===== config.mk =====
export PLATFORM = sky130hd
export DESIGN_NAME = cnt_en_sched
export DESIGN_NICKNAME = d
export VERILOG_FILES = /design/src/rtl/cnt_sched_pkg.sv /design/src/rtl/rr_arbiter.sv /design/src/rtl/cnt_en_sched.sv
export SDC_FILE = /design/constraint.sdc
export NUM_CORES = 1
export LEC_CHECK = 0
export CAP_MARGIN = 0
export CORE_UTILIZATION = 43
export CTS_CLUSTER_SIZE = 30
export DETAILED_ROUTE_END_ITERATION = 10
export PLACE_DENSITY_LB_ADDON = 0.2
export SKIP_CTS_REPAIR_TIMING = 1
export SYNTH_ARGS = -nofsm -noshare
export SYNTH_HDL_FRONTEND = slang
export SYNTH_SLANG_ARGS = --single-unit

===== constraint.sdc =====
create_clock -name clk -period 1.9 [get_ports clk]
set_clock_uncertainty 0.2 [all_clocks]
set_input_delay 0.19 -clock clk [delete_from_list [all_inputs] [get_ports clk]]
set_output_delay 0.19 -clock clk [all_outputs]
set_load 0.1 [all_outputs]

===== src/rtl/cnt_sched_pkg.sv =====
// Shared types and helpers for the clock-enable burst scheduler.
// Holds the FSM state encoding and the burst-length decode rule.
package cnt_sched_pkg;

  typedef enum logic [1:0] {
    IDLE = 2'd0,
    RUN  = 2'd1,
    DONE = 2'd2
  } state_t;

  // A zero length field stands for the full counter range, 2**width enables.
  function automatic int unsigned len_decode(input int unsigned len,
                                             input int unsigned width);
    return (len == 0) ? (32'd1 << width) : len;
  endfunction

endpackage


===== src/rtl/rr_arbiter.sv =====
// Combinational round-robin arbiter: the first requester at or after last+1
// (mod N) wins. Produces a one-hot grant and the winner's index.
module rr_arbiter #(
  parameter  int N     = 2,
  localparam int OWN_W = (N > 1) ? $clog2(N) : 1
) (
  input  logic [N-1:0]     req,
  input  logic [OWN_W-1:0] last,
  output logic [N-1:0]     gnt,
  output logic [OWN_W-1:0] gnt_idx
);

  int               idx;
  logic [OWN_W-1:0] pos;
  logic             found;

  always_comb begin
    // NOTE: every output and temporary gets a default before the loop so no
    // path leaves a value unassigned, which would otherwise infer a latch.
    gnt     = '0;
    gnt_idx = '0;
    found   = 1'b0;
    idx     = 0;
    pos     = '0;
    for (int off = 1; off <= N; off++) begin
      idx = (int'(last) + off) % N;
      pos = OWN_W'(idx);
      if (!found && req[pos]) begin
        gnt[pos] = 1'b1;
        gnt_idx  = pos;
        found    = 1'b1;
      end
    end
  end

endmodule


===== src/rtl/cnt_en_sched.sv =====
// Shares one clock-enabled counter among NUM_REQ requesters: grants one burst
// at a time round-robin, drives clk_en for exactly N unheld cycles, then pulses done.
module cnt_en_sched
  import cnt_sched_pkg::*;
#(
  parameter  int NUM_REQ   = 2,
  parameter  int LEN_WIDTH = 4,
  localparam int OWN_W     = (NUM_REQ > 1) ? $clog2(NUM_REQ) : 1
) (
  input  logic                         clk,
  input  logic                         rst,
  input  logic [NUM_REQ-1:0]           req_valid,
  input  logic [NUM_REQ*LEN_WIDTH-1:0] req_len,
  output logic [NUM_REQ-1:0]           req_ready,
  input  logic                         hold,
  output logic                         clk_en,
  output logic                         busy,
  output logic [OWN_W-1:0]             owner,
  output logic [NUM_REQ-1:0]           done
);

  localparam logic [LEN_WIDTH:0] REM_ONE = (LEN_WIDTH+1)'(1);

  state_t                 state;
  logic [OWN_W-1:0]       last_grant;
  logic [OWN_W-1:0]       gnt_idx;
  logic [NUM_REQ-1:0]     gnt;
  logic [LEN_WIDTH:0]     remaining;
  logic [LEN_WIDTH-1:0]   sel_len;
  logic                   idle;
  logic                   handshake;

  rr_arbiter #(.N(NUM_REQ)) u_arb (
    .req     (req_valid),
    .last    (last_grant),
    .gnt     (gnt),
    .gnt_idx (gnt_idx)
  );

  // Grants only exist in IDLE, so hold never reaches req_ready.
  assign idle      = (state == IDLE);
  assign req_ready = idle ? gnt : '0;
  assign handshake = idle && (|req_valid);
  assign sel_len   = req_len[int'(gnt_idx)*LEN_WIDTH +: LEN_WIDTH];
  assign clk_en    = (state == RUN) && !hold;
  assign busy      = !idle;

  always_comb begin
    done = '0;
    if (state == DONE) done[owner] = 1'b1;
  end

  always_ff @(posedge clk) begin
    // NOTE: all state updates use non-blocking assignment so every register
    // samples the pre-edge values regardless of statement order.
    if (rst) begin
      state      <= IDLE;
      last_grant <= OWN_W'(NUM_REQ - 1);
      owner      <= '0;
      remaining  <= '0;
    end else begin
      case (state)
        IDLE: begin
          if (handshake) begin
            owner     <= gnt_idx;
            remaining <= (LEN_WIDTH+1)'(len_decode(32'(sel_len), LEN_WIDTH));
            state     <= RUN;
          end
        end
        RUN: begin
          if (clk_en) begin
            remaining <= remaining - REM_ONE;
            if (remaining == REM_ONE) state <= DONE;
          end
        end
        DONE: begin
          last_grant <= owner;
          state      <= IDLE;
        end
        default: state <= IDLE;
      endcase
    end
  end

endmodule


==> results.md <==
* Worst-path clk slew at 60 ps
* Final Max Tran Viols at 0
* Vias per cell at 6.02
* Post-route DRC violation count at 0
* Synth Flop Type: dfxtp_1
* Met3 GRT Util at 3.98%
* Number of global-route vias before repair at 619
* Post-synth EDFFs at 0
* Commonest cells after routing, fill and taps aside: clkdlybuf4s50_1, dfxtp_1, buf_12, inv_1
* Final period utilization at 95.1%
* Setup violators final at 0
* Core footprint at 1300 um2
* Seq/Total Area, Yosys at 29.9%
* Yosys top cell area share at 29.9%
* Crit path required time at 1510 ps
* Synth Net Count at 87
* Status: completed
* Crit path kind: in2out
* Syn Area/Cell at 8.38 um2
* Global-route wire length before repair at 2620 um
* H-tree levels at 1
* Final nets at 114
* Post-synthesis cell type with the largest combined area: dfxtp_1
* Final Hold Vio Count at 0
* CTS tree: yes
* Drt total wl at 1590 um
* Mapped Cells at 72
* Router iterations before antenna repair at 4
* Total I/O pin count at 20
* Drt first-iter violations at 15
* Critical Path AT at 1420 ps
* Static Leak at 0.371 nW
* Diodes inserted at 0
* Yosys cell types at 33
* Hold/Removal Path Class: reg2reg
* Gpl congestion at 0.791
* Starting Density at 46.3%
* Ys Warns at 0
* Root Buffer: clkbuf_4
* Min cycle time layout at 1810 ps
* FF+latch count, synth at 9
* Worst Setup End Kind: output pin
* Total power at 0.627 mW
* IO Port Bufs at 19
* Gr ovfl total at 0
* Die Ht at 39.5 um
* VDD IR max at 334 uV
* Pwr/cell area at 661 nW/um2
* Area after DPL at 922 um2
* Clk sinks at 9
* Proportion of layout cells with a drive suffix above 1 at 24.5%
* Die area at 1560 um2
* Asr flop ratio synth at 0%
* Die X at 39.5 um
* Mapped Area at 603 um2
* Largest cells by area after synthesis: dfxtp_1, nor2_1, ha_1
* Critical path launch point type: input pin
* Met1 Use GR at 31.8%
* GR Util All Layers at 25.5%
* Max FO, Critical Path at 7
* FMAX at 553 MHz
* Vias at 680
* M2 GR Usage at 40.2%
* Post-DP HPWL at 1260 um
* CTS Buf Count at 3
* Final Core Density at 72.9%
* CTS Buffer Depth at 2
* Setup repair after global routing missed its margin: false
* Max-cap viol count at 0
* Initial antenna violation count at 0
* WHS at 312 ps
* Fillers at 108
* Post-route ant nets at 0
* Layout Cell Area excl Fill at 948 um2
* Worst-Margin Slew at 480 ps
* Most common cell after layout, fill and taps aside: clkdlybuf4s50_1
* Largest net degree at the start of global routing at 9
* Routed WL per cell at 14.1 um
* Rel. slew slack at 67.7%
* Clock Latency Late Sink at 260 ps
* Synth-to-Final Area Change at 57.3%
* Gr busiest metal: met2
* Row Count at 13
-- routing by layer --
metal  up-vias  wire [um]
met1       307        684
met3         6        103
met5         -          0
li1        327          -
met4         0         39
met2        40        767
-- report_power, final --
part	internal (mW)	leakage [nW]	switching, mW
sequential	0.207	0.0747	0.0180
combinational	0.109	0.281	0.139
clock	0.0812	0.0150	0.0726
total	0.397	0.371	0.230
-- final timing paths --
check	startpoint	to	slack, ps	depth (start not counted)
worst max register to register	state[0]	remaining[2]	330	4
worst min register to register	remaining[4]	remaining[4]	310	2
worst min-delay path	remaining[4]	remaining[4]	310	2
worst max-delay path	req_valid[0]	req_ready[1]	90	4
-- through the flow --
step / worst slack [ps] / instances / setup TNS, ps
global placement: 21.7 / 109 / 0
global route: 17.9 / 113 / 0
CTS: 87.0 / 113 / 0
detailed placement: -7.29 / 109 / -7.29
floorplan: 121 / 72 / 0
finish: 92.6 / 113 / 0
-- flip-flops by register name, summed over array words and instances (netlist names) --
name        cells
state           2
remaining       5
owner           1
last_grant      1
-- critical path, stage by stage --
cell	delay, ps
clkdlybuf4s50_1	500
a21boi_4	290
and2_1	240
buf_12	190
-- logic make-up (layout without fill, tap and decap cells) --
| logic type | after synthesis | in the layout | share of synthesized area, % |
|---|---|---|---|
| AO/OA/AOI/OAI | 19 | 19 | 24.9 |
| buffers and inverters | 7 | 33 | 4.36 |
| AND/OR/NAND/NOR | 32 | 32 | 30.7 |
| adder cells (fa/ha/maj) | 2 | 2 | 4.15 |
| flip-flops | 9 | 9 | 29.9 |
| multiplexers | 3 | 3 | 6.02 |
-- cells in the mapped netlist, types with 2 or more instances --
cell type / instances
dfxtp_1: 9
nor2_1: 7
inv_1: 6
a21oi_1: 4
nand2b_1: 4
nand2_1: 3
nand3_1: 3
nor3_1: 3
o21ai_0: 3
and4b_1: 2
ha_1: 2
nand4_1: 2
nor4_1: 2
o211ai_1: 2
o31ai_1: 2
-- layout make-up --
type	instances	area, um2	share of cell area (%)
timing repair buffer	23	290	30.6
clock buffer	4	26.3	2.77
multi-input combinational	56	409	43.1
sequential	9	181	19.1
tap	15	18.8	1.98
inverter	6	22.5	2.37
No activity file was read; power rests on OpenSTA's default activity.
